**src/rtl/cpu_div_pkg.sv**
```systemverilog
// Shared types and constants for the EXE-stage sequential divider.
package cpu_div_pkg;

    typedef enum logic [1:0] {
        IDLE = 2'd0,
        RUN  = 2'd1,
        DONE = 2'd2
    } div_state_t;

    localparam int DATA_W_DEF = 32;

    // Quotient written for a zero divisor.
    localparam logic [DATA_W_DEF-1:0] DIV0_LO = '1;

endpackage

```
**src/rtl/exe_div_seq_ctrl_if.sv**
```systemverilog
// Pipeline-side handshake of the divide sequencer: ID/EXE fields in, stall and HI/LO write out.
interface exe_div_seq_ctrl_if #(parameter int DATA_W = 32);

    logic              ex_is_div;
    logic              ex_is_sign_div;
    logic [DATA_W-1:0] ex_src0;
    logic [DATA_W-1:0] ex_src1;
    logic              irq;
    logic              stall_other;
    logic              stall_div;
    logic              busy;
    logic              hilo_we;
    logic [DATA_W-1:0] hi_o;
    logic [DATA_W-1:0] lo_o;

    modport master (
        output ex_is_div, ex_is_sign_div, ex_src0, ex_src1, irq, stall_other,
        input  stall_div, busy, hilo_we, hi_o, lo_o
    );

    modport slave (
        input  ex_is_div, ex_is_sign_div, ex_src0, ex_src1, irq, stall_other,
        output stall_div, busy, hilo_we, hi_o, lo_o
    );

endinterface

```
**src/rtl/exe_div_seq_ctrl_div_iter.sv**
```systemverilog
// Radix-2 restoring unsigned divider, one quotient bit per step.
// quot/rem present the result of the step taken this cycle, so the caller can capture the final step directly.
module div_iter_unsigned
    import cpu_div_pkg::*;
#(
    parameter int DATA_W = DATA_W_DEF
) (
    input  logic              clk,
    input  logic              rst_n,
    input  logic              load,
    input  logic              step,
    input  logic [DATA_W-1:0] a,
    input  logic [DATA_W-1:0] b,
    output logic [DATA_W-1:0] quot,
    output logic [DATA_W-1:0] rem
);

    logic [DATA_W-1:0] r_q;
    logic [DATA_W-1:0] q_q;
    logic [DATA_W-1:0] d_q;
    logic [DATA_W:0]   shifted;
    logic [DATA_W:0]   diff;
    logic              fits;

    // Partial remainder is one bit wider so the trial subtract's borrow lands in the MSB.
    assign shifted = {r_q, q_q[DATA_W-1]};
    assign diff    = shifted - {1'b0, d_q};
    assign fits    = ~diff[DATA_W];
    assign quot    = {q_q[DATA_W-2:0], fits};
    assign rem     = fits ? diff[DATA_W-1:0] : shifted[DATA_W-1:0];

    always_ff @(posedge clk or negedge rst_n) begin
        if (!rst_n) begin
            r_q <= '0;
            q_q <= '0;
            d_q <= '0;
        end else if (load) begin
            r_q <= '0;
            q_q <= a;
            d_q <= b;
        end else if (step) begin
            r_q <= rem;
            q_q <= quot;
        end
    end

endmodule

```
**src/rtl/exe_div_seq_ctrl.sv**
```systemverilog
// DIV/DIVU sequencer for EXE: holds the divide in ID/EXE via stall_div, runs the
// unsigned engine on magnitudes, fixes up signs and strobes HI/LO once.
module exe_div_seq_ctrl
    import cpu_div_pkg::*;
#(
    parameter int DATA_W = DATA_W_DEF
) (
    input logic                clk,
    input logic                rst_n,
    exe_div_seq_ctrl_if.slave  dif
);

    localparam int              CNT_W = $clog2(DATA_W) + 1;
    localparam logic [CNT_W-1:0] LAST = CNT_W'(DATA_W);

    div_state_t        state;
    logic [CNT_W-1:0]  cnt;
    logic [DATA_W-1:0] a_abs;
    logic [DATA_W-1:0] b_abs;
    logic [DATA_W-1:0] hi_q;
    logic [DATA_W-1:0] lo_q;
    logic [DATA_W-1:0] quot;
    logic [DATA_W-1:0] rem;
    logic              neg_q;
    logic              neg_r;
    logic              we_q;
    logic              sign0;
    logic              sign1;
    logic              start;
    logic              load;
    logic              step;

    assign sign0 = dif.ex_is_sign_div & dif.ex_src0[DATA_W-1];
    assign sign1 = dif.ex_is_sign_div & dif.ex_src1[DATA_W-1];
    assign start = (state == IDLE) & dif.ex_is_div & ~dif.irq;
    assign load  = (state == RUN) & (cnt == '0);
    assign step  = (state == RUN) & (cnt != '0);

    // irq flushes ID/EXE, so the stall and any pending write must drop in the same cycle.
    assign dif.stall_div = (((state == IDLE) & dif.ex_is_div) | (state == RUN)) & ~dif.irq;
    assign dif.hilo_we   = we_q & ~dif.irq;
    assign dif.busy      = (state != IDLE);
    assign dif.hi_o      = hi_q;
    assign dif.lo_o      = lo_q;

    div_iter_unsigned #(.DATA_W(DATA_W)) u_iter (
        .clk   (clk),
        .rst_n (rst_n),
        .load  (load),
        .step  (step),
        .a     (a_abs),
        .b     (b_abs),
        .quot  (quot),
        .rem   (rem)
    );

    always_ff @(posedge clk or negedge rst_n) begin
        if (!rst_n) begin
            state <= IDLE;
            cnt   <= '0;
            a_abs <= '0;
            b_abs <= '0;
            neg_q <= 1'b0;
            neg_r <= 1'b0;
            we_q  <= 1'b0;
            hi_q  <= '0;
            lo_q  <= '0;
        end else begin
            we_q <= 1'b0;
            case (state)
                IDLE: begin
                    if (start) begin
                        if (dif.ex_src1 != '0) begin
                            a_abs <= sign0 ? -dif.ex_src0 : dif.ex_src0;
                            b_abs <= sign1 ? -dif.ex_src1 : dif.ex_src1;
                            neg_q <= sign0 ^ sign1;
                            neg_r <= sign0;
                            cnt   <= '0;
                            state <= RUN;
                        end else begin
                            hi_q  <= dif.ex_src0;
                            lo_q  <= {DATA_W{DIV0_LO[0]}};
                            we_q  <= 1'b1;
                            state <= DONE;
                        end
                    end
                end
                RUN: begin
                    if (dif.irq) begin
                        cnt   <= '0;
                        state <= IDLE;
                    end else if (cnt == LAST) begin
                        hi_q  <= neg_r ? -rem : rem;
                        lo_q  <= neg_q ? -quot : quot;
                        we_q  <= 1'b1;
                        cnt   <= '0;
                        state <= DONE;
                    end else begin
                        cnt <= cnt + CNT_W'(1);
                    end
                end
                DONE: begin
                    // The divide is still held in ID/EXE while stall_other is up; don't restart it.
                    if (dif.irq || !dif.stall_other)
                        state <= IDLE;
                end
                default: state <= IDLE;
            endcase
        end
    end

endmodule

```
**src/flat_wrapper.sv**
```systemverilog
// flat-port wrapper written by rule: the top's interface ports become plain ports
module exe_div_seq_ctrl_flat import cpu_div_pkg::*;
#(
    parameter int DATA_W = DATA_W_DEF
)
  (clk, rst_n, dif_ex_is_div, dif_ex_is_sign_div, dif_ex_src0, dif_ex_src1, dif_irq, dif_stall_other, dif_stall_div, dif_busy, dif_hilo_we, dif_hi_o, dif_lo_o);
  exe_div_seq_ctrl_if #(.DATA_W(DATA_W)) dif_i ();
  input logic clk;
  input logic rst_n;
  input wire logic [$bits(dif_i.ex_is_div)-1:0] dif_ex_is_div;
  input wire logic [$bits(dif_i.ex_is_sign_div)-1:0] dif_ex_is_sign_div;
  input wire logic [$bits(dif_i.ex_src0)-1:0] dif_ex_src0;
  input wire logic [$bits(dif_i.ex_src1)-1:0] dif_ex_src1;
  input wire logic [$bits(dif_i.irq)-1:0] dif_irq;
  input wire logic [$bits(dif_i.stall_other)-1:0] dif_stall_other;
  output wire logic [$bits(dif_i.stall_div)-1:0] dif_stall_div;
  output wire logic [$bits(dif_i.busy)-1:0] dif_busy;
  output wire logic [$bits(dif_i.hilo_we)-1:0] dif_hilo_we;
  output wire logic [$bits(dif_i.hi_o)-1:0] dif_hi_o;
  output wire logic [$bits(dif_i.lo_o)-1:0] dif_lo_o;
  assign dif_i.ex_is_div = dif_ex_is_div;
  assign dif_i.ex_is_sign_div = dif_ex_is_sign_div;
  assign dif_i.ex_src0 = dif_ex_src0;
  assign dif_i.ex_src1 = dif_ex_src1;
  assign dif_i.irq = dif_irq;
  assign dif_i.stall_other = dif_stall_other;
  assign dif_stall_div = dif_i.stall_div;
  assign dif_busy = dif_i.busy;
  assign dif_hilo_we = dif_i.hilo_we;
  assign dif_hi_o = dif_i.hi_o;
  assign dif_lo_o = dif_i.lo_o;
  exe_div_seq_ctrl #(.DATA_W(DATA_W)) u_core (.clk(clk), .rst_n(rst_n), .dif(dif_i));
endmodule
```
**config.mk**
```make
export PLATFORM = sky130hd
export DESIGN_NAME = exe_div_seq_ctrl_flat
export DESIGN_NICKNAME = d
export VERILOG_FILES = /design/src/rtl/cpu_div_pkg.sv /design/src/rtl/exe_div_seq_ctrl_if.sv /design/src/rtl/exe_div_seq_ctrl_div_iter.sv /design/src/rtl/exe_div_seq_ctrl.sv /design/src/flat_wrapper.sv
export SDC_FILE = /design/constraint.sdc
export NUM_CORES = 1
export LEC_CHECK = 0
export ABC_AREA = 1
export CORE_MARGIN = 8
export CORE_UTILIZATION = 45
export CTS_BUF_LIST = sky130_fd_sc_hd__clkbuf_4 sky130_fd_sc_hd__clkbuf_8 sky130_fd_sc_hd__clkbuf_16
export CTS_CLUSTER_SIZE = 10
export DETAILED_ROUTE_END_ITERATION = 12
export PLACE_DENSITY = 0.76
export SLEW_MARGIN = 40
export SYNTH_ARGS = -nofsm -noshare
export SYNTH_HDL_FRONTEND = slang
export SYNTH_HIERARCHICAL = 1
export SYNTH_SLANG_ARGS = --single-unit
```
**constraint.sdc**
```tcl
create_clock -name clk -period 7.2 [get_ports clk]
set_input_delay 1.08 -clock clk [delete_from_list [all_inputs] [get_ports clk]]
set_output_delay 1.08 -clock clk [all_outputs]
set_load 0.005 [all_outputs]
```
==> run summary, run 1 <==
======================================================================================
DRC violation count after routing                                                    0
Vias in the first global route                                                   16000
Drt first pass iters                                                                 6
Pwr Density                                                                 450 nW/µm²
Total CTS buffers                                                                   29
Layout overhead on the synthesized area                                          13.7%
Worst-skew pair later-pin latency                                              0.56 ns
Avg Synthesized Cell Area                                                     6.48 µm²
Peak fanout along the critical path                                                 33
Top flip-flop cell by instance count after synthesis                      sky130_fd_sc_hd__dfrtp_1
Cell type group with the largest total delay on the critical path         simple AND/OR/NAND/NOR gates
Number of buffers added for setup after CTS                                          0
Number of flops mapped to enable cells by yosys                                      0
Initial core utilization                                                         45.7%
Fmax                                                                           231 MHz
Detail-routed via count per cell                                                  5.32
Cell with the most instances after synthesis                              sky130_fd_sc_hd__nand2_1
Max Buffers Root-to-Sink                                                             3
Sum of negative setup slack                                                       0 ns
Initial antenna violation count                                                      0
Post-cts gate resize count                                                           0
DR vias                                                                          16600
Cell Area, Synth                                                             16700 µm²
Average routed wire per standard cell                                          17.1 µm
Core Region                                                                  36600 µm²
Distinct cell type count after synthesis                                            46
Final Skew                                                                   0.0170 ns
Diodes inserted                                                                      0
Master of the slowest instance on the critical path                       sky130_fd_sc_hd__o21ai_0
Number of buffer cells added on primary ports                                      136
Net count of the mapped netlist                                                   2688
Total wire length after detailed routing                                      53500 µm
Share of flip-flops with an asynchronous set or reset after synthesis             100%
I/O pin total                                                                      137
Number of filler instances in the final layout                                    3715
Detailed placer's ending HPWL                                                 42000 µm
Clock Sink Count                                                                   235
Setup repair after global routing missed its margin                                 no
Total gr overflow                                                                    0
Bufs and invs on worst path                                                          2
Portion of synthesized cell area occupied by the leading cell type               35.2%
Tcrit/Tclk final                                                                 60.1%
Fin nets                                                                          2759
Global Route Usage Sum                                                           24.1%
Path class of the lowest-slack min-delay path                             input pin to asynchronous set/reset pin
Min cycle time layout                                                          4.33 ns
Count of final max-slew check failures                                               0
Violation count after the first detailed-route iteration                          1389
Final weighted congestion in routability-driven placement                        0.947
Cell types with the highest counts after synthesis                        924 x sky130_fd_sc_hd__nand2_1, 368 x sky130_fd_sc_hd__inv_1, 246 x sky130_fd_sc_hd__nand3_1, 235 x sky130_fd_sc_hd__dfrtp_1, 230 x sky130_fd_sc_hd__nor2_1
Worst VDD drop                                                              0.000276 V
Floorplan die width                                                             209 µm
TritonCTS clock tree                                                               yes
Library cell occupying the most area in the post-synthesis netlist        sky130_fd_sc_hd__dfrtp_1
Count of antenna-violating nets left after detailed routing                          0
Category of the worst setup path launch point                                     flop
Number of endpoints failing setup at the final stage                                 0
CP Data Required Time                                                          7.65 ns
Number of maximum-capacitance violations                                             0
Layout cell share with drive strength beyond 1                                   4.63%
Delay of the slowest critical-path stage                                       0.62 ns
Leakage power figure                                                           10.0 nW
Count of final hold-check violations                                                 0
Crit Path Class                                                           flop to flop
Max-slew headroom                                                                42.5%
Clock slew at the register clock pins of the worst setup and hold paths        0.05 ns
Overall die height                                                              209 µm
Root buffer selected by CTS                                               sky130_fd_sc_hd__clkbuf_16
Synthesized flop and latch total                                                   235
Biggest area contributors in the synthesized netlist                      sky130_fd_sc_hd__dfrtp_1 35%, sky130_fd_sc_hd__nand2_1 21%, sky130_fd_sc_hd__inv_1 8.3%, sky130_fd_sc_hd__nand3_1 7.4%, sky130_fd_sc_hd__nor2_1 5.2%
Crit path DAT                                                                  4.77 ns
Pin count of the biggest net entering global routing                                86
Share of the core filled with cells                                              52.0%
Tightest Pin Transition                                                       0.861 ns
Most frequent cell on the critical path                                   sky130_fd_sc_hd__nand2_1
Category of the worst setup path capture point                                    flop
Global-route wire length before repair                                        85300 µm
Crit-path cells                                                           inv_1 -> ha_1 -> fa_1 -> inv_1 -> nand2_1 -> nand2_1 -> nand3_1 -> nand2_1 -> nand2_1 -> nand2_1 -> nand2_2 -> nand2_2 -> nand2_2 -> nand2_4 -> nand2_1 -> and2_1 -> nor2_1 -> nand2_1 -> o21ai_0 -> nand3_1 -> nand2_1 -> nand3_1 -> nand2_1 -> nand2_1
Hold buffer count at CTS                                                             0
Warnings, synthesis                                                                  6
Site Rows                                                                           70
Result of the run                                                         complete, no violations
Share of the yosys chip area belonging to registers                              35.2%
Synthesized instance count                                                        2579
Maximum level of the CTS H-tree                                                      1
Area of the die                                                              43600 µm²
======================================================================================
[layer usage]
layer	track usage (%)	wire length, µm
met2	39.4	24400
met1	31.6	23200
met4	9.79	2270
met3	3.62	3630
met5	0	0
[cell type report]
cell class                 count  area (µm²)  area share (%)
multi-input combinational   1859        8760            46.1
timing repair buffer         148        1520            8.00
clock buffer                  34         769            4.05
clock inverter                 5        85.1           0.447
inverter                     377        1420            7.46
sequential                   235        5880            30.9
tap                          468         586            3.08
[flip-flops by register name, indices dropped and copies added, names as in the netlist, 2 cells and up]
| signal | flops |
|---|---|
| u_core/a_abs | 32 |
| u_core/b_abs | 32 |
| u_core/cnt | 6 |
| u_core/dif.hi_o | 32 |
| u_core/dif.lo_o | 32 |
| u_core/state | 2 |
| u_core/u_iter/d_q | 32 |
| u_core/u_iter/q_q | 32 |
| u_core/u_iter/r_q | 32 |
[power by group]
group	switching (W)	internal (W)
Clock	0.000556	0.000815
Combinational	0.00362	0.00164
Sequential	0.000277	0.00166
[path summary, 6_finish.rpt]
path                                              startpoint                         endpoint  slack (ns)  depth (start not counted)
max in group asynchronous                              rst_n        u_core/cnt[2]$_DFFE_PN0P_        5.35                          4
min in group clk                u_core/a_abs[28]$_DFFE_PN0P_     u_core/a_abs[28]$_DFFE_PN0P_        0.48                          2
min                                                    rst_n   u_core/dif.hi_o[3]$_DFFE_PN0P_        0.46                          1
min reg2reg                     u_core/a_abs[28]$_DFFE_PN0P_     u_core/a_abs[28]$_DFFE_PN0P_        0.48                          2
max                        u_core/u_iter/q_q[31]$_DFFE_PN0P_  u_core/dif.hi_o[21]$_DFFE_PN0P_        2.87                         24
max reg2reg                u_core/u_iter/q_q[31]$_DFFE_PN0P_  u_core/dif.hi_o[21]$_DFFE_PN0P_        2.87                         24
[worst reg2reg max path, stage by stage, from the launching register on]
cell and delay [ns]:
sky130_fd_sc_hd__dfrtp_1 0.32, sky130_fd_sc_hd__inv_1 0.07, sky130_fd_sc_hd__ha_1 0.23, sky130_fd_sc_hd__fa_1 0.41
sky130_fd_sc_hd__inv_1 0.12, sky130_fd_sc_hd__nand2_1 0.06, sky130_fd_sc_hd__nand2_1 0.09, sky130_fd_sc_hd__nand3_1 0.08
sky130_fd_sc_hd__nand2_1 0.16, sky130_fd_sc_hd__nand2_1 0.07, sky130_fd_sc_hd__nand2_1 0.12, sky130_fd_sc_hd__nand2_2 0.08
sky130_fd_sc_hd__nand2_2 0.08, sky130_fd_sc_hd__nand2_2 0.06, sky130_fd_sc_hd__nand2_4 0.33, sky130_fd_sc_hd__nand2_1 0.14
sky130_fd_sc_hd__and2_1 0.27, sky130_fd_sc_hd__nor2_1 0.22, sky130_fd_sc_hd__nand2_1 0.10, sky130_fd_sc_hd__o21ai_0 0.62
sky130_fd_sc_hd__nand3_1 0.16, sky130_fd_sc_hd__nand2_1 0.10, sky130_fd_sc_hd__nand3_1 0.16, sky130_fd_sc_hd__nand2_1 0.13
sky130_fd_sc_hd__nand2_1 0.05
[cell usage in the layout, fill, tap and decap left out, types with 5 or more instances in the layout]
master	synthesis	final
sky130_fd_sc_hd__nand2_1	924	924
sky130_fd_sc_hd__inv_1	368	366
sky130_fd_sc_hd__nand3_1	246	246
sky130_fd_sc_hd__dfrtp_1	235	235
sky130_fd_sc_hd__nor2_1	230	226
sky130_fd_sc_hd__clkdlybuf4s50_1	0	135
sky130_fd_sc_hd__o21ai_0	116	116
sky130_fd_sc_hd__a21oi_1	50	50
sky130_fd_sc_hd__ha_1	38	38
sky130_fd_sc_hd__nand4_1	37	37
sky130_fd_sc_hd__clkbuf_16	0	29
sky130_fd_sc_hd__o221ai_1	28	28
sky130_fd_sc_hd__xor2_1	27	27
sky130_fd_sc_hd__and2_1	27	27
sky130_fd_sc_hd__xnor2_1	20	20
sky130_fd_sc_hd__o21ai_1	17	17
sky130_fd_sc_hd__or2_2	17	17
sky130_fd_sc_hd__nand2_2	15	15
sky130_fd_sc_hd__nor2_2	13	14
sky130_fd_sc_hd__inv_2	7	9
sky130_fd_sc_hd__nor3_1	9	9
sky130_fd_sc_hd__nand3b_1	8	8
sky130_fd_sc_hd__buf_4	38	8
sky130_fd_sc_hd__nor2_4	3	6
sky130_fd_sc_hd__o22a_1	5	5
[cell families after synthesis]
kind of cell	share of synthesized area [%]
xor gates and xnor gates	2.46
DFF	35.2
adders and majority gates	2.96
AOI/OAI and AO/OA	8.04
and+or+nand+nor	38.7
buffers and inverters	12.6
muxes	0.0673
[stage by stage]
| step | worst slack [ns] | hold slack, ns | power (W) | instances | cell area (µm²) |
|---|---|---|---|---|---|
| 2_1_floorplan | 3.79 | 0.449 | 0.00584 | 2579 | 16700 |
| 3_3_place_gp | 2.89 | 0.459 | 0.00700 | 3084 | 18100 |
| 3_5_place_dp | 2.83 | 0.467 | 0.00707 | 3087 | 18200 |
| 4_1_cts | 2.93 | 0.457 | 0.00847 | 3126 | 19000 |
| 5_1_grt | 2.46 | 0.487 | 0.00932 | 3126 | 19000 |
| 6_report | 2.87 | 0.459 | 0.00856 | 3126 | 19000 |
No activity file was read; power rests on OpenSTA's default activity.
==> run 2, diff against run 1 <==
--- a/config.mk
+++ b/config.mk
@@ -11,7 +11,7 @@
 export CTS_BUF_LIST = sky130_fd_sc_hd__clkbuf_4 sky130_fd_sc_hd__clkbuf_8 sky130_fd_sc_hd__clkbuf_16
 export CTS_CLUSTER_SIZE = 10
 export DETAILED_ROUTE_END_ITERATION = 12
-export PLACE_DENSITY = 0.76
+export PLACE_DENSITY = 0.79
 export SLEW_MARGIN = 40
 export SYNTH_ARGS = -nofsm -noshare
 export SYNTH_HDL_FRONTEND = slang
==> constraint.sdc (replaced) <==
create_clock -name clk -period 3.7 [get_ports clk]
set_input_delay 0.555 -clock clk [delete_from_list [all_inputs] [get_ports clk]]
set_output_delay 0.555 -clock clk [all_outputs]
set_load 0.005 [all_outputs]
==> run summary, run 2 (synthesized netlist as in run 1, its figures left out) <==
======================================================================================
Number of filler instances in the final layout                                    3517
Global Route Usage Sum                                                           24.9%
Worst VDD drop                                                              0.000494 V
Total wire length after detailed routing                                      56100 µm
Detailed placer's ending HPWL                                                 43500 µm
Leakage power figure                                                           10.8 nW
Most common cell after layout, fill and taps aside                        sky130_fd_sc_hd__nand2_1
Global-route wire length before repair                                        89100 µm
Area of the die                                                              43600 µm²
Crit Path Class                                                           flop to flop
Number of endpoints failing setup at the final stage                                 0
Top library cells by usage in the layout, fill and taps aside             916 x sky130_fd_sc_hd__nand2_1, 362 x sky130_fd_sc_hd__inv_1, 241 x sky130_fd_sc_hd__nand3_1
Total gr overflow                                                                    0
Fin nets                                                                          2893
Clock slew at the register clock pins of the worst setup and hold paths        0.06 ns
DR vias                                                                          17400
Initial antenna violation count                                                      0
Violation count after the first detailed-route iteration                          1526
DRC violation count after routing                                                    0
Max-slew headroom                                                                54.0%
Total power after layout                                                      0.0195 W
Site Rows                                                                           70
Worst-skew pair later-pin latency                                              0.60 ns
Number of cell instances on the worst register-to-register path                     22
Overall die height                                                              209 µm
Design internal power                                                         0.0100 W
Core Region                                                                  36600 µm²
Combined area of the multi-input logic cells                                  9000 µm²
Switching share of total power                                                   48.7%
Reg-to-reg startpoint                                                     u_core/u_iter/r_q[28]$_DFFE_PN0P_
Peak fanout along the critical path                                                 13
Category of the worst setup path launch point                                     flop
I/O pin total                                                                      137
Total CTS buffers                                                                   30
Diodes inserted                                                                      0
Drt first pass iters                                                                 6
Total area of sequential cells                                                5880 µm²
Pin count of the biggest net entering global routing                                97
Root buffer selected by CTS                                               sky130_fd_sc_hd__clkbuf_16
Sequential group share of total power                                            19.4%
Number of buffer cells added on primary ports                                      136
Tightest Pin Transition                                                       0.691 ns
Count of final max-slew check failures                                               0
Average routed wire per standard cell                                          17.2 µm
Area of all placed cells without fillers                                     20400 µm²
Maximum level of the CTS H-tree                                                      1
Final Skew                                                                   0.0334 ns
Clock Sink Count                                                                   235
Reg-to-reg endpoint                                                       u_core/dif.hi_o[26]$_DFFE_PN0P_
Min cycle time layout                                                          3.51 ns
Fraction of power consumed by the clock network                                  14.2%
Floorplan die width                                                             209 µm
Path class of the lowest-slack min-delay path                             input pin to asynchronous set/reset pin
Fmax                                                                           285 MHz
Layout cell share with drive strength beyond 1                                   11.4%
Number of maximum-capacitance violations                                             0
Pwr Density                                                                 958 nW/µm²
CP Data Required Time                                                          4.16 ns
Final weighted congestion in routability-driven placement                        0.971
TritonCTS clock tree                                                               yes
Detail-routed via count per cell                                                  5.32
Crit path DAT                                                                  3.98 ns
Result of the run                                                         complete, no violations
Worst hold margin                                                             0.396 ns
Category of the worst setup path capture point                                    flop
Share of the core filled with cells                                              55.7%
Count of antenna-violating nets left after detailed routing                          0
Count of final hold-check violations                                                 0
Tcrit/Tclk final                                                                 95.0%
Setup repair after global routing missed its margin                                yes
Max Buffers Root-to-Sink                                                             3
Sum of negative setup slack                                                       0 ns
Area of placed instances                                                     19100 µm²
Register-to-Register Setup Slack                                               0.19 ns
Initial core utilization                                                         45.7%
Vias in the first global route                                                   16700
Combinational cell fraction of total power                                       66.4%
Layout overhead on the synthesized area                                          21.9%
Switching power of the nets                                                  0.00952 W
======================================================================================
run 2: cell types whose count changed in the layout (fill, tap and decap cells not counted), moves of 5 or more:
cell,before,now
sky130_fd_sc_hd__nand2_2,15,23
sky130_fd_sc_hd__clkinv_2,1,6
sky130_fd_sc_hd__nand3_1,246,241
sky130_fd_sc_hd__ha_1,38,31
sky130_fd_sc_hd__and2_4,0,8
sky130_fd_sc_hd__nand2_1,924,916
sky130_fd_sc_hd__ha_4,0,5
sky130_fd_sc_hd__and2_1,27,19
sky130_fd_sc_hd__nor2_1,226,207
sky130_fd_sc_hd__nor2_2,14,33
sky130_fd_sc_hd__buf_4,8,131
run 2: worst max-delay path, cell delays in order (launching register included):
cell and delay (ns):
sky130_fd_sc_hd__dfrtp_2 0.45, sky130_fd_sc_hd__ha_1 0.35, sky130_fd_sc_hd__nand2_2 0.12, sky130_fd_sc_hd__nor3_4 0.27
sky130_fd_sc_hd__buf_4 0.15, sky130_fd_sc_hd__and2_1 0.13, sky130_fd_sc_hd__nand2_2 0.07, sky130_fd_sc_hd__nand2_2 0.09
sky130_fd_sc_hd__nand2_2 0.07, sky130_fd_sc_hd__nand2_4 0.09, sky130_fd_sc_hd__buf_6 0.17, sky130_fd_sc_hd__nand2_1 0.08
sky130_fd_sc_hd__and2_1 0.21, sky130_fd_sc_hd__buf_4 0.16, sky130_fd_sc_hd__nor2_2 0.13, sky130_fd_sc_hd__nand2_1 0.12
sky130_fd_sc_hd__o21ai_0 0.16, sky130_fd_sc_hd__buf_4 0.15, sky130_fd_sc_hd__nand3_1 0.09, sky130_fd_sc_hd__nand2_1 0.08
sky130_fd_sc_hd__nand3_2 0.08, sky130_fd_sc_hd__nand2_1 0.10, sky130_fd_sc_hd__nand2_1 0.06
run 2: layout make-up:
class,instances,share of cell area (%)
sequential,235,28.9
inverter,377,6.96
timing repair buffer,280,12.7
clock buffer,37,3.97
tap,468,2.87
multi-input combinational,1860,44.2
clock inverter,8,0.460
run 2: what timing repair did:
action	4_1_cts	5_1_grt
hold buffers	0	1
pin swaps	0	10
gates cloned	0	3
setup endpoints to repair	2	36
resized for setup	4	74
endpoints found under the hold margin	0	22
setup buffers	0	9
run 2: power by group through the flow:
stage               combinational, W  sequential, W  clock [W]
CTS                           0.0118        0.00375    0.00281
global placement              0.0116        0.00375          0
floorplan                    0.00784        0.00352          0
finish                        0.0130        0.00379    0.00277
detailed placement            0.0117        0.00378          0
global route                  0.0144        0.00385    0.00291
run 2: layer usage:
metal,part of all wire [%],vias to the layer above,global-route usage [%]
li1,-,8444,-
met1,42,8118,32.6
met2,46,679,41.6
met3,7.3,120,3.67
met4,4.0,0,9.04
met5,0,-,0
run 2: worst max-delay path by stage:
stage | depth (start not counted) | slack [ns] | from | end
4_1_cts | 28 | 0.04 | u_core/u_iter/q_q[31]$_DFFE_PN0P_ | u_core/dif.hi_o[26]$_DFFE_PN0P_
3_5_place_dp | 28 | -0.10 | u_core/u_iter/q_q[31]$_DFFE_PN0P_ | u_core/dif.hi_o[26]$_DFFE_PN0P_
2_1_floorplan | 28 | 0.29 | u_core/u_iter/q_q[31]$_DFFE_PN0P_ | u_core/dif.hi_o[26]$_DFFE_PN0P_
5_1_grt | 27 | -0.06 | u_core/u_iter/q_q[31]$_DFFE_PN0P_ | u_core/dif.lo_o[22]$_DFFE_PN0P_
3_3_place_gp | 23 | 0.03 | u_core/u_iter/r_q[28]$_DFFE_PN0P_ | u_core/dif.hi_o[26]$_DFFE_PN0P_
6_report | 22 | 0.19 | u_core/u_iter/r_q[28]$_DFFE_PN0P_ | u_core/dif.hi_o[26]$_DFFE_PN0P_
run 2: per-stage QoR:
step           std cells  worst slack (ns)
6_report            3265             0.186
5_1_grt             3265           -0.0584
4_1_cts             3251            0.0359
3_5_place_dp        3206            -0.102
3_3_place_gp        3204            0.0268
2_1_floorplan       2579             0.291
==> run 3, diff against run 2 <==
--- a/config.mk
+++ b/config.mk
@@ -6,14 +6,15 @@
 export NUM_CORES = 1
 export LEC_CHECK = 0
 export ABC_AREA = 1
+export CELL_PAD_IN_SITES_DETAIL_PLACEMENT = 0
+export CELL_PAD_IN_SITES_GLOBAL_PLACEMENT = 1
 export CORE_MARGIN = 8
-export CORE_UTILIZATION = 45
+export CORE_UTILIZATION = 39
 export CTS_BUF_LIST = sky130_fd_sc_hd__clkbuf_4 sky130_fd_sc_hd__clkbuf_8 sky130_fd_sc_hd__clkbuf_16
 export CTS_CLUSTER_SIZE = 10
 export DETAILED_ROUTE_END_ITERATION = 12
-export PLACE_DENSITY = 0.79
+export PLACE_DENSITY = 0.9
 export SLEW_MARGIN = 40
 export SYNTH_ARGS = -nofsm -noshare
 export SYNTH_HDL_FRONTEND = slang
-export SYNTH_HIERARCHICAL = 1
 export SYNTH_SLANG_ARGS = --single-unit
==> constraint.sdc (replaced) <==
create_clock -name clk -period 3.1 [get_ports clk]
set_input_delay 0.465 -clock clk [delete_from_list [all_inputs] [get_ports clk]]
set_output_delay 0.465 -clock clk [all_outputs]
set_load 0.005 [all_outputs]
==> run summary, run 3 <==
======================================================================================
Number of buffer cells added on primary ports                                      136
Number of standard cells in the layout, taps in and fillers out                   3278
Portion of synthesized cell area occupied by the leading cell type               38.0%
Number of endpoints failing setup at the final stage                                48
Cell with the most instances after synthesis                              sky130_fd_sc_hd__nand2_1
Vias in the first global route                                                   16700
Total wire length after detailed routing                                      59200 µm
Root buffer selected by CTS                                               sky130_fd_sc_hd__clkbuf_16
Average routed wire per standard cell                                          18.1 µm
Site Rows                                                                           73
Setup repair after global routing missed its margin                                yes
Global-route wire length before repair                                        90500 µm
Worst-skew pair later-pin latency                                              0.58 ns
Overall die height                                                              215 µm
Clock Sink Count                                                                   235
Initial antenna violation count                                                      1
Clock slew at the register clock pins of the worst setup and hold paths        0.05 ns
Share of flip-flops with an asynchronous set or reset after synthesis             100%
Failing checks                                                            setup timing
Total area of sequential cells                                                5880 µm²
Synthesized instance count                                                        2231
DRC violation count after routing                                                    0
Area of the die                                                              46300 µm²
Path class of the lowest-slack min-delay path                             input pin to asynchronous set/reset pin
Share of the yosys chip area belonging to registers                              38.0%
Share of the core filled with cells                                              58.4%
DR vias                                                                          17100
Min cycle time layout                                                          3.62 ns
Most common cell after layout, fill and taps aside                        sky130_fd_sc_hd__nand2_1
Category of the worst setup path launch point                                     flop
Core Region                                                                  39500 µm²
Count of final max-slew check failures                                               0
Layout cell share with drive strength beyond 1                                   29.1%
Library cell occupying the most area in the post-synthesis netlist        sky130_fd_sc_hd__dfrtp_1
Number of filler instances in the final layout                                    3531
Total gr overflow                                                                    0
Count of final hold-check violations                                                 0
Category of the worst setup path capture point                                    flop
Top flip-flop cell by instance count after synthesis                      sky130_fd_sc_hd__dfrtp_1
Number of maximum-capacitance violations                                             0
Diodes inserted                                                                      0
Top library cells by usage in the layout, fill and taps aside             517 x sky130_fd_sc_hd__nand2_1, 373 x sky130_fd_sc_hd__buf_4, 278 x sky130_fd_sc_hd__inv_1
Cell types with the highest counts after synthesis                        643 x sky130_fd_sc_hd__nand2_1, 294 x sky130_fd_sc_hd__inv_1, 235 x sky130_fd_sc_hd__dfrtp_1, 217 x sky130_fd_sc_hd__o21ai_0, 183 x sky130_fd_sc_hd__nor2_1
Violation count after the first detailed-route iteration                          1511
Combined area of the multi-input logic cells                                  9580 µm²
Tightest Pin Transition                                                       0.798 ns
Crit path DAT                                                                  4.06 ns
Detail-routed via count per cell                                                  5.23
Net count of the mapped netlist                                                   2340
Floorplan die width                                                             215 µm
Maximum level of the CTS H-tree                                                      1
Avg Synthesized Cell Area                                                     6.94 µm²
Fmax                                                                           276 MHz
Cell Area, Synth                                                             15500 µm²
Setup slack at placement                                                     -0.529 ns
Pin count of the biggest net entering global routing                               106
Layout overhead on the synthesized area                                          48.8%
Tcrit/Tclk final                                                                  117%
Number of cell instances on the worst register-to-register path                     27
Biggest area contributors in the synthesized netlist                      sky130_fd_sc_hd__dfrtp_1 38%, sky130_fd_sc_hd__nand2_1 16%, sky130_fd_sc_hd__inv_1 7.1%, sky130_fd_sc_hd__o21ai_0 7.0%, sky130_fd_sc_hd__nor2_1 4.4%
TritonCTS clock tree                                                               yes
Max-slew headroom                                                                46.3%
Distinct cell type count after synthesis                                            51
Synthesized flop and latch total                                                   235
Placed Instances                                                                  3146
Peak fanout along the critical path                                                  6
Global Route Usage Sum                                                           23.8%
Setup slack after layout                                                     -0.518 ns
CP Data Required Time                                                          3.55 ns
Result of the run                                                         complete, but fails checks
Number of flops mapped to enable cells by yosys                                      0
Warnings, synthesis                                                                  0
Total CTS buffers                                                                   29
Drt first pass iters                                                                 5
Sum of negative setup slack                                                  -15.00 ns
Max Buffers Root-to-Sink                                                             3
Fin nets                                                                          2851
I/O pin total                                                                      137
Detailed placer's ending HPWL                                                 43000 µm
Initial core utilization                                                         39.3%
Final Skew                                                                   0.0216 ns
Count of antenna-violating nets left after detailed routing                          0
Final weighted congestion in routability-driven placement                        0.949
Crit Path Class                                                           flop to flop
======================================================================================
-- run 3: timing repair --
action | in CTS | in global routing
resized for setup | 165 | 246
hold buffers | 1 | 0
pin swaps | 39 | 107
hold endpoints to repair | 66 | 0
setup buffers | 42 | 51
cloned | 2 | 1
endpoints found under the setup margin | 42 | 57
-- run 3: worst max-delay path, cell delays in order, from the launching register on --
cell and delay [ns]:
sky130_fd_sc_hd__dfrtp_1 0.41, sky130_fd_sc_hd__ha_4 0.18, sky130_fd_sc_hd__fa_2 0.35, sky130_fd_sc_hd__inv_2 0.07, sky130_fd_sc_hd__nand2_2 0.05, sky130_fd_sc_hd__nand2_2 0.06, sky130_fd_sc_hd__nand3_2 0.07, sky130_fd_sc_hd__nand2_2 0.10
sky130_fd_sc_hd__nand2_2 0.06, sky130_fd_sc_hd__nand2_2 0.09, sky130_fd_sc_hd__nand2_4 0.07, sky130_fd_sc_hd__buf_4 0.14, sky130_fd_sc_hd__nand3_4 0.08, sky130_fd_sc_hd__nand2_8 0.07, sky130_fd_sc_hd__buf_4 0.15, sky130_fd_sc_hd__buf_12 0.14
sky130_fd_sc_hd__buf_8 0.14, sky130_fd_sc_hd__nand2_4 0.07, sky130_fd_sc_hd__nand2_4 0.06, sky130_fd_sc_hd__ha_4 0.18, sky130_fd_sc_hd__nand2_4 0.08, sky130_fd_sc_hd__nor2_4 0.05, sky130_fd_sc_hd__buf_4 0.13, sky130_fd_sc_hd__a21oi_2 0.15
sky130_fd_sc_hd__xor2_1 0.23, sky130_fd_sc_hd__nand2_1 0.09, sky130_fd_sc_hd__o211ai_1 0.12, sky130_fd_sc_hd__nand2_1 0.09
-- run 3: metrics by stage --
| stage | instance area (µm²) | hold slack (ns) |
|---|---|---|
| floorplan | 15600 | 0.169 |
| global placement | 19900 | 0.463 |
| detailed placement | 19900 | 0.470 |
| CTS | 21800 | 0.466 |
| global route | 23100 | 0.497 |
| finish | 23100 | 0.451 |
-- run 3: area by class of cell --
cell class / count / share of cell area, %
multi-input cells: 1611 / 41.6
repair buffers: 561 / 21.3
inverters: 304 / 5.00
well taps: 525 / 2.85
clock inverters: 5 / 0.233
clock buffers: 37 / 3.52
flip-flops and latches: 235 / 25.5
-- run 3: final timing paths --
path	from	end	slack (ns)
min	rst_n	u_core.u_iter.d_q[3]$_DFFE_PN0P_	0.45
max in group asynchronous	rst_n	u_core.u_iter.d_q[16]$_DFFE_PN0P_	1.76
max	u_core.u_iter.d_q[0]$_DFFE_PN0P_	u_core.dif.hi_o[6]$_DFFE_PN0P_	-0.52
max reg2reg	u_core.u_iter.d_q[0]$_DFFE_PN0P_	u_core.dif.hi_o[6]$_DFFE_PN0P_	-0.52
min reg2reg	u_core.a_abs[21]$_DFFE_PN0P_	u_core.a_abs[21]$_DFFE_PN0P_	0.48
min in group clk	u_core.a_abs[21]$_DFFE_PN0P_	u_core.a_abs[21]$_DFFE_PN0P_	0.48
-- run 3: kinds of logic after synthesis --
family	synth area share, %
AOI/OAI and AO/OA	14.8
xor gates and xnor gates	5.26
adders and majority gates	3.20
buffers and inverters	9.74
DFF	38.0
and+or+nand+nor	29.0
-- run 3: metal layers --
| metal | GRT usage [%] | vias up | wire, µm |
|---|---|---|---|
| met1 | 31.5 | 8172 | 25400 |
| li1 | - | 8184 | - |
| met4 | 9.78 | 2 | 2810 |
| met3 | 3.95 | 163 | 3830 |
| met5 | 0 | - | 15 |
| met2 | 38.5 | 626 | 27200 |
Power of run 3 is left out: the tool's default activity adds up to more than one toggle a clock period on the data nets, which glitch-free logic cannot reach.
